$ cat config.mk
export PLATFORM = sky130hd
export DESIGN_NAME = jstk2_spi_reader
export DESIGN_NICKNAME = d
export VERILOG_FILES = /design/src/rtl/jstk2_pkg.sv /design/src/rtl/spi_byte_shifter.sv /design/src/rtl/jstk2_spi_reader.sv
export SDC_FILE = /design/constraint.sdc
export NUM_CORES = 1
export LEC_CHECK = 0
export ABC_CLOCK_PERIOD_IN_PS = 5300
export CAP_MARGIN = 0
export CORE_AREA = 5 5 145 147
export CTS_CLUSTER_SIZE = 20
export DETAILED_ROUTE_END_ITERATION = 8
export DIE_AREA = 0 0 150 152
export GPL_TIMING_DRIVEN = 0
export PLACE_DENSITY = 0.47
export SLEW_MARGIN = 20
export SYNTH_ARGS = -nofsm -noshare
export SYNTH_HDL_FRONTEND = slang
export SYNTH_SLANG_ARGS = --single-unit
$ cat constraint.sdc
create_clock -name clk -period 5.3 [get_ports clk]
set_clock_uncertainty 0.05 [all_clocks]
set_input_delay 1.06 -clock clk [delete_from_list [all_inputs] [get_ports clk]]
set_output_delay 1.06 -clock clk [all_outputs]
set_load 0.05 [all_outputs]
$ cat src/rtl/jstk2_pkg.sv
// Shared types and constants for the Pmod JSTK2 SPI reader.
// Holds the packet framing constants, the FSM state type and the axis decode helper.
package jstk2_pkg;

   typedef enum logic [2:0] {
      ST_IDLE,
      ST_SETUP,
      ST_SHIFT,
      ST_GAP,
      ST_PGAP
   } state_t;

   localparam logic [7:0] JSTK2_CMD_LED   = 8'h84;
   localparam logic [7:0] JSTK2_CMD_NOP   = 8'h00;
   localparam int         JSTK2_PKT_BYTES = 5;
   localparam int         JSTK2_AXIS_W    = 10;

   // The JSTK2 sends each axis low byte first; only bits [1:0] of the high byte are meaningful.
   function automatic logic [JSTK2_AXIS_W-1:0] axis_decode(input logic [7:0] lo,
                                                           input logic [7:0] hi);
      return {hi[1:0], lo};
   endfunction

endpackage

$ cat src/rtl/spi_byte_shifter.sv
// Mode-0 full-duplex 8-bit SPI shifter, MSB first, with its own SCLK half-period timer.
// A start pulse begins the low phase on the next edge; done is high in the byte's final cycle.
module spi_byte_shifter #(
   parameter int SCLK_HALF_CYC = 1000
) (
   input  logic       clk,
   input  logic       rst,
   input  logic       start,
   input  logic [7:0] tx_byte,
   output logic       done,
   output logic [7:0] rx_byte,
   input  logic       MISO,
   output logic       MOSI,
   output logic       SCLK
);

   localparam int HW = (SCLK_HALF_CYC > 1) ? $clog2(SCLK_HALF_CYC) : 1;

   logic          active;
   logic [HW-1:0] hcnt;
   logic [2:0]    bit_cnt;
   logic [7:0]    tx_sh;
   logic [7:0]    rx_sh;
   logic          half_end;

   assign half_end = (hcnt == HW'(SCLK_HALF_CYC - 1));
   assign done     = active && SCLK && half_end && (bit_cnt == 3'd7);
   assign rx_byte  = rx_sh;

   // NOTE: sequential state uses non-blocking assignments so every register samples pre-edge values.
   always_ff @(posedge clk) begin
      if (rst) begin
         active  <= 1'b0;
         hcnt    <= '0;
         bit_cnt <= '0;
         tx_sh   <= '0;
         rx_sh   <= '0;
         MOSI    <= 1'b0;
         SCLK    <= 1'b0;
      end else if (start) begin
         active  <= 1'b1;
         hcnt    <= '0;
         bit_cnt <= '0;
         SCLK    <= 1'b0;
         MOSI    <= tx_byte[7];
         tx_sh   <= {tx_byte[6:0], 1'b0};
      end else if (active) begin
         if (!half_end) begin
            hcnt <= hcnt + 1'b1;
         end else begin
            hcnt <= '0;
            if (!SCLK) begin
               SCLK  <= 1'b1;
               rx_sh <= {rx_sh[6:0], MISO};
            end else begin
               SCLK <= 1'b0;
               if (bit_cnt == 3'd7) begin
                  active <= 1'b0;
                  MOSI   <= 1'b0;
               end else begin
                  // Falling edge opens the next low phase: present the next MOSI bit now.
                  bit_cnt <= bit_cnt + 1'b1;
                  MOSI    <= tx_sh[7];
                  tx_sh   <= {tx_sh[6:0], 1'b0};
               end
            end
         end
      end
   end

endmodule

$ cat src/rtl/jstk2_spi_reader.sv
// Continuous Pmod JSTK2 poller: frames 5-byte SPI packets, decodes both axes and buttons,
// and optionally carries a pending set-LED command in the next packet.
module jstk2_spi_reader
   import jstk2_pkg::*;
#(
   parameter int SCLK_HALF_CYC = 1000,
   parameter int SS_SETUP_CYC  = 1500,
   parameter int BYTE_GAP_CYC  = 1000,
   parameter int PKT_GAP_CYC   = 2500,
   parameter int SWAP_XY       = 0
) (
   input  logic                    clk,
   input  logic                    rst,
   input  logic                    en,
   input  logic [23:0]             led_rgb,
   input  logic                    led_wr,
   input  logic                    MISO,
   output logic                    MOSI,
   output logic                    SS,
   output logic                    SCLK,
   output logic [JSTK2_AXIS_W-1:0] x_val,
   output logic [JSTK2_AXIS_W-1:0] y_val,
   output logic                    btn_stick,
   output logic                    btn_trig,
   output logic                    data_valid,
   output logic                    busy
);

   localparam int MAX_SG  = (SS_SETUP_CYC > BYTE_GAP_CYC) ? SS_SETUP_CYC : BYTE_GAP_CYC;
   localparam int CNT_MAX = (MAX_SG > PKT_GAP_CYC) ? MAX_SG : PKT_GAP_CYC;
   localparam int CW      = $clog2(CNT_MAX + 1);
   localparam logic [2:0] LAST_BYTE = 3'(JSTK2_PKT_BYTES - 1);

   state_t          state, state_nxt;
   logic [CW-1:0]   cnt;
   logic [2:0]      byte_idx;
   logic [7:0]      tx_buf [JSTK2_PKT_BYTES];
   logic [7:0]      rx_buf [JSTK2_PKT_BYTES-1];
   logic            led_pend;
   logic [23:0]     led_val;
   logic            start;
   logic            done;
   logic [7:0]      rx_byte;
   logic            pkt_start;
   logic            byte_done;
   logic [JSTK2_AXIS_W-1:0] x_dec, y_dec;

   spi_byte_shifter #(
      .SCLK_HALF_CYC(SCLK_HALF_CYC)
   ) u_shifter (
      .clk     (clk),
      .rst     (rst),
      .start   (start),
      .tx_byte (tx_buf[byte_idx]),
      .done    (done),
      .rx_byte (rx_byte),
      .MISO    (MISO),
      .MOSI    (MOSI),
      .SCLK    (SCLK)
   );

   assign pkt_start = (state == ST_IDLE) && en;
   assign byte_done = (state == ST_SHIFT) && done;
   assign busy      = (state != ST_IDLE);

   // NOTE: every always_comb output gets a default first so no path can infer a latch.
   always_comb begin
      state_nxt = state;
      start     = 1'b0;
      case (state)
         ST_IDLE:  if (en) state_nxt = ST_SETUP;
         ST_SETUP: if (cnt == CW'(SS_SETUP_CYC - 1)) begin
            state_nxt = ST_SHIFT;
            start     = 1'b1;
         end
         ST_SHIFT: if (done) state_nxt = (byte_idx == LAST_BYTE) ? ST_PGAP : ST_GAP;
         ST_GAP:   if (cnt == CW'(BYTE_GAP_CYC - 1)) begin
            state_nxt = ST_SHIFT;
            start     = 1'b1;
         end
         ST_PGAP:  if (cnt == CW'(PKT_GAP_CYC - 1)) state_nxt = ST_IDLE;
         default:  state_nxt = ST_IDLE;
      endcase
   end

   // The fifth byte is still in the shifter on the PGAP entry edge, so buttons come from rx_byte.
   assign x_dec = axis_decode(rx_buf[0], rx_buf[1]);
   assign y_dec = axis_decode(rx_buf[2], rx_buf[3]);

   always_ff @(posedge clk) begin
      if (rst) begin
         state      <= ST_IDLE;
         cnt        <= '0;
         byte_idx   <= '0;
         SS         <= 1'b1;
         x_val      <= '0;
         y_val      <= '0;
         btn_stick  <= 1'b0;
         btn_trig   <= 1'b0;
         data_valid <= 1'b0;
         led_pend   <= 1'b0;
         led_val    <= '0;
      end else begin
         state      <= state_nxt;
         cnt        <= (state_nxt != state) ? '0 : cnt + 1'b1;
         SS         <= !(state_nxt inside {ST_SETUP, ST_SHIFT, ST_GAP});
         data_valid <= 1'b0;

         if (pkt_start) byte_idx <= '0;
         else if (byte_done && byte_idx != LAST_BYTE) byte_idx <= byte_idx + 1'b1;

         // A write on the SS-fall edge must survive the clear, so it lands in the next packet.
         if (led_wr) begin
            led_pend <= 1'b1;
            led_val  <= led_rgb;
         end else if (pkt_start) begin
            led_pend <= 1'b0;
         end

         if (byte_done && byte_idx == LAST_BYTE) begin
            x_val      <= (SWAP_XY != 0) ? y_dec : x_dec;
            y_val      <= (SWAP_XY != 0) ? x_dec : y_dec;
            btn_stick  <= rx_byte[0];
            btn_trig   <= rx_byte[1];
            data_valid <= 1'b1;
         end
      end
   end

   // NOTE: byte buffers are not reset; each entry is always written before it is read.
   always_ff @(posedge clk) begin
      if (pkt_start) begin
         if (led_pend) begin
            tx_buf[0] <= JSTK2_CMD_LED;
            tx_buf[1] <= led_val[23:16];
            tx_buf[2] <= led_val[15:8];
            tx_buf[3] <= led_val[7:0];
         end else begin
            tx_buf[0] <= JSTK2_CMD_NOP;
            tx_buf[1] <= JSTK2_CMD_NOP;
            tx_buf[2] <= JSTK2_CMD_NOP;
            tx_buf[3] <= JSTK2_CMD_NOP;
         end
         tx_buf[4] <= JSTK2_CMD_NOP;
      end
      if (byte_done && byte_idx != LAST_BYTE) rx_buf[byte_idx[1:0]] <= rx_byte;
   end

endmodule

# Yosys cells after proc, flatten, opt, wreduce, memory -nomap -nowiden
# Memory sizes are Yosys's and may differ from the RTL's. A register that Yosys moved wholly into a read port is not among the register bits.
# Index checks and enable logic that the tools add are counted.
[op_classes]
addsub = 4
n_eq_ne = 16
n_mux = 46
bitwise = 7
reduce_logical = 23
[ops]
columns = ["op", "n"]
rows = [
  ["two-way mux 8 bit", 9],
  ["two-way mux 1 bit", 26],
  ["two-way mux 3 bit", 8],
  ["case mux 3 bit (5 select lines)", 1],
  ["adder 12 x 1 -> 12 bit (second input constant)", 1],
  ["equality test 12 x 10 -> 1 bit (second input constant)", 1],
  ["equality test 12 x 11 -> 1 bit (second input constant)", 1],
  ["equality test 12 bit (second input constant)", 1],
  ["equality test 3 x 2 -> 1 bit (second input constant)", 4],
  ["AND reduction 4 bit", 3],
  ["adder 10 x 1 -> 10 bit (second input constant)", 1],
  ["equality test 10 bit (second input constant)", 1],
  ["two-way mux 10 bit", 1],
  ["equality test 3 bit (second input constant)", 3],
  ["nonzero test 2 bit", 4],
  ["logical AND 1 bit", 7],
  ["adder 3 x 1 -> 3 bit (second input constant)", 2],
  ["equality test 3 x 1 -> 1 bit (second input constant)", 2],
  ["nonzero test 3 bit", 2],
  ["OR reduction 2 bit", 3],
  ["OR 1 bit", 4],
  ["zero test 3 bit", 1],
  ["inequality test 3 bit", 1],
  ["inequality test 3 bit (second input constant)", 1],
  ["6 further kinds", 8],
]
[totals]
reg_bits = 78
mem_bits_rw = 72
output_inout_bits = 27
memories = 2
[mem_list]
columns = ["memory", "words", "width", "rd", "rd_ports_with_merged_regs", "write_ports", "line_no", "text"]
rows = [
  ["tx_buf", 5, 8, 1, 1, 5, "jstk2_spi_reader.sv:37", "logic [7:0] tx_buf [JSTK2_PKT_BYTES];"],
  ["rx_buf", 4, 8, 4, 4, 1, "jstk2_spi_reader.sv:38", "logic [7:0] rx_buf [JSTK2_PKT_BYTES-1];"],
]

# Depth between registers and ports, before layout
[logic_depth]
ltp_word = 8
depth_mapped = 8
depth_no_buf = 7

# Cells and area by module
# From an unflattened synthesis, not the netlist that was laid out.
[unflattened]
cells_unflattened = 551
hier_area_um2 = 5854.4
[by_module_without_submodules]
columns = ["mod", "instances", "cells_each", "area_each_um2", "seq_area_each_um2"]
rows = [
  ["jstk2_spi_reader", 1, 398, 4494.3, 2752.6],
  ["spi_byte_shifter", 1, 153, 1360.1, 620.6],
]

# Worst setup path before layout
# Ideal clock, no wire load.
[synth_path]
path_type = "reg-to-reg"
start = "reg cnt[0]"
end = "reg u_shifter.tx_sh[1]"
setup_time_ps = 71
arrival_ps = 2245
setup_slack_ps = 2935
stages_incl_launch_ff = 8
n_path_buf = 1
synth_period_minus_slack_ps = 2365
cell_sequence = "dfxtp_1 ha_1 or4b_4 or4_4 and2_4 buf_6 or3_1 a21oi_1"
[synth_via]
elab_chain_len = 5
[synth_rtl]
columns = ["element", "line_no", "text"]
rows = [
  ["from (decl)", "jstk2_spi_reader.sv:35", "logic [CW-1:0] cnt;"],
  ["from (signal assigned)", "jstk2_spi_reader.sv:105", "cnt <= (state_nxt != state) ? '0 : cnt + 1'b1;"],
  ["equality test 12 x 10 -> 1 bit or equality test 12 x 11 -> 1 bit (tied branches)", "jstk2_spi_reader.sv:77, jstk2_spi_reader.sv:72", ""],
  ["two-way mux 1 bit (on tied branches)", "jstk2_spi_reader.sv:77, jstk2_spi_reader.sv:72", ""],
  ["case mux 1 bit (2 select lines) *", "jstk2_spi_reader.sv:70", "case (state)"],
  ["inequality test 2 bit (no line) or nonzero test 2 bit (tied branches)", "--", ""],
  ["AND reduction 4 bit (no line)", "--", ""],
  ["to (signal assigned)", "spi_byte_shifter.sv:46", "tx_sh <= {tx_byte[6:0], 1'b0};"],
  ["to (signal assigned)", "spi_byte_shifter.sv:64", "tx_sh <= {tx_sh[6:0], 1'b0};"],
  ["to (decl)", "spi_byte_shifter.sv:22", "logic [7:0] tx_sh;"],
]
# Mark *: on every way between the ends. The rest lies on a longest branch, timed or not.
# A chain may end at the register's enable or synchronous reset.

# Final worst setup path
[layout_path]
start = "reg state[2]"
end = "out busy"
[layout_via]
elab_chain_len = 1
[layout_rtl]
columns = ["element", "line_no", "text"]
rows = [
  ["from (decl)", "jstk2_spi_reader.sv:34", "state_t state, state_nxt;"],
  ["from (signal assigned)", "jstk2_spi_reader.sv:104", "state <= state_nxt;"],
  ["nonzero test 3 bit", "jstk2_spi_reader.sv:64", "assign busy = (state != ST_IDLE);"],
  ["to (decl)", "jstk2_spi_reader.sv:26", "output logic busy"],
]
# No other way between the ends.

==> results.cfg <==
[clock_tree]
cts.htree.levels = 4
cts_tree = built
numCtsBuffers = 17
postCtsResizedCells = 0
clk_pin_slew_worst_paths_ps = 60
clock-root-buffer = clkbuf_16
postCtsHoldBufs = 0
clockBufferDepth = 2
clock-sinks = 146
clk-insertion-delay-late_ps = 420
post-cts-setup-buffers = 0

[logic_synthesis]
seq_area_frac_synth_pct = 58.47
ys_warn_count = 0
syn-cell-area_sq_um = 5769
synth_seq_cells = 146
yosysTopAreaCell = dfxtp_1
synth.avg_cell_area_sq_um = 10.76
synthCells = 536
synth_top_area_share_pct = 35.05
synth.most_common_cell = dfxtp_1
async_reset_ff_share_pct = 0
yosys.cell_types.count = 45
synthTopCellsByArea = dfxtp_1 35%, edfxtp_1 23%, mux2i_1 7.1%
synth_edf_count = 45
synthTopCellsByCount = 101 x dfxtp_1, 59 x nand2_1, 54 x nor2_1
syn_nets = 573
synth-main-ff-cell = dfxtp_1

[run]
maxCapViolCount = 0

[timing]
period_needed_ps = 3209
min_period_over_period_pct = 60.54
final-hold-violation-count = 0
rsz0062_at_grt = false
slew_violations = 0
fmax_mhz = 311.7
final.setup.tns_ps = 0
slew_headroom_pct = 29.39
finalSetupViolations = 0
worst_slew_pin_slew_ps = 1058

[power_and_ir_drop]
powerDensity_nw_per_um2 = 337.2
peakVddDrop_uv = 230.9
power_leakage_nw = 2.672

[placed_design]
port_buffers = 53
dp_hpwl_mm = 9.071
gp_congestion = 0.7545

[critical_path]
r2r_start = u_shifter.hcnt[0]
critPathKind = reg2out
path_max_fanout = 10
crit_required_ps = 4190
end_kind = primary output
startpoint = state[2]
cp_data_arrival_time_ps = 2100
crit_chain = clkbuf_1, nor2_1, nand2_1, clkdlybuf4s50_1
r2r_cells = 7
crit_slowest_cell = clkdlybuf4s50_1
r2r_slack_ps = 2610
startpoint_type = flip-flop
slowest_delay_ps = 800

[global_routing]
grt_max_degree = 30
grt.overflow.total = 0
grt_pass1_wl_mm = 20.66
antenna_found_initial = 0
grt_pass1_vias = 4045
grt.total_usage_pct = 11.48

[route]
wl_per_cell_microns = 13.77
drt_iter0_markers = 166
ant_nets = 0
totalWireLength_mm = 12.27
vias = 3985
firstDrtPassIters = 4
drc = 0
post_drt_via_cell_ratio = 4.473

[cells_and_area]
n_fill_cell = 2007
antenna_cells = 0
syn_to_final_growth_pct = 24.98
fin_util_pct = 36.46
layout-drive-gt1-share_pct = 7.729
nets = 645

[worst_hold_path]
worstHoldStart = btn_stick
hold_depth = 2
worstHoldPathType = reg2reg

[floorplan]
io_pins = 56
start_util_pct = 29.17
fp-row-count = 52
die_area_sq_um = 22800
die_h_microns = 152
core_sq_um = 19780
die_x_microns = 150

[outcome]
outcome = completed
## sequential cells by signal, summed over array words and instances, names as in the netlist, named ones only
register	count
led_pend	1
data_valid	1
u_shifter.bit_cnt	3
SS	1
x_val	10
rx_buf	20
byte_idx	3
u_shifter.SCLK	1
u_shifter.rx_byte	8
state	3
tx_buf	25
u_shifter.MOSI	1
u_shifter.tx_sh	7
btn_stick	1
u_shifter.hcnt	10
u_shifter.active	1
led_val	24
btn_trig	1
cnt	12
y_val	10
## cells in the final DEF, fill, tap and decap left out, drive strengths merged, types with 8 or more instances in the layout
master         synthesis  final
inv                   10     16
nor2                  54     54
nand3                  8      8
xnor2                 12     12
clkbuf                23     41
nor3                  17     17
nand2                 59     59
and3                  11     11
clkdlybuf4s50          0     53
edfxtp                45     45
nand4                 10     10
xor2                  10     10
nor2b                 25     25
a21oi                 38     38
dfxtp                101    101
ha                     8      8
mux2i                 41     41
## critical path: cells and delay by family, from the launching register on
family	cells	cell delay (ps)
simple gates	2	290
flops	1	300
buf+inv	2	1090
## logic make-up (layout without fill, tap and decap cells)
kind of cell	Yosys count	in the layout	share of synthesized area, %
DFF	146	146	58.47
xor gates and xnor gates	22	22	3.340
adders and majority gates	8	8	1.735
buffers and inverters	38	123	2.667
muxes	49	49	9.065
and+or+nand+nor	214	214	18.67
AOI/OAI and AO/OA	59	59	6.051
## area by class of cell
type                       count  area (sq um)  share of cell area (%)
sequential                   146          3373                   46.78
timing repair buffer          53         530.5                   7.357
tap                          270         337.8                   4.685
multi-input combinational    352          2248                   31.18
clock buffer                  18         450.4                   6.247
clock inverter                14         116.4                   1.614
inverter                      10         37.54                  0.5206
buffer                        28         116.4                   1.614
## routing by layer
metal  vias to the layer above  global-route usage [%]  share of wire, %
met3                        16                   3.336               3.9
met1                      1870                   15.09                47
met4                         0                   4.052               1.6
met5                         -                       0                 0
li1                       2032                       -                 -
met2                        67                   18.00                47
## power breakdown
part | switching [mW] | leakage, nW | internal, mW
Combinational | 0.0588 | 1.14 | 0.0466
Clock | 0.494 | 0.279 | 0.638
Sequential | 0.0132 | 1.25 | 1.18
Total | 0.566 | 2.67 | 1.87
## path summary, 6_finish.rpt
| path | endpoint |
|---|---|
| hold / removal | btn_stick |
| setup reg to reg | cnt[5] |
| setup / recovery | busy |
| hold reg to reg | btn_stick |
## through the flow
| stage | power (mW) | setup slack (ps) | area (sq um) | hold slack, ps | cells |
|---|---|---|---|---|---|
| 2_1_floorplan | 1.277 | 2935 | 5769 | 375.3 | 536 |
| 3_3_place_gp | 1.324 | 2153 | 6638 | 394.4 | 859 |
| 3_5_place_dp | 1.326 | 2096 | 6644 | 392.1 | 859 |
| 4_1_cts | 2.469 | 2048 | 7211 | 401.3 | 891 |
| 5_1_grt | 2.538 | 1954 | 7211 | 422.7 | 891 |
| 6_report | 2.431 | 2091 | 7211 | 400.0 | 891 |
(Power assumes the default switching activity.)
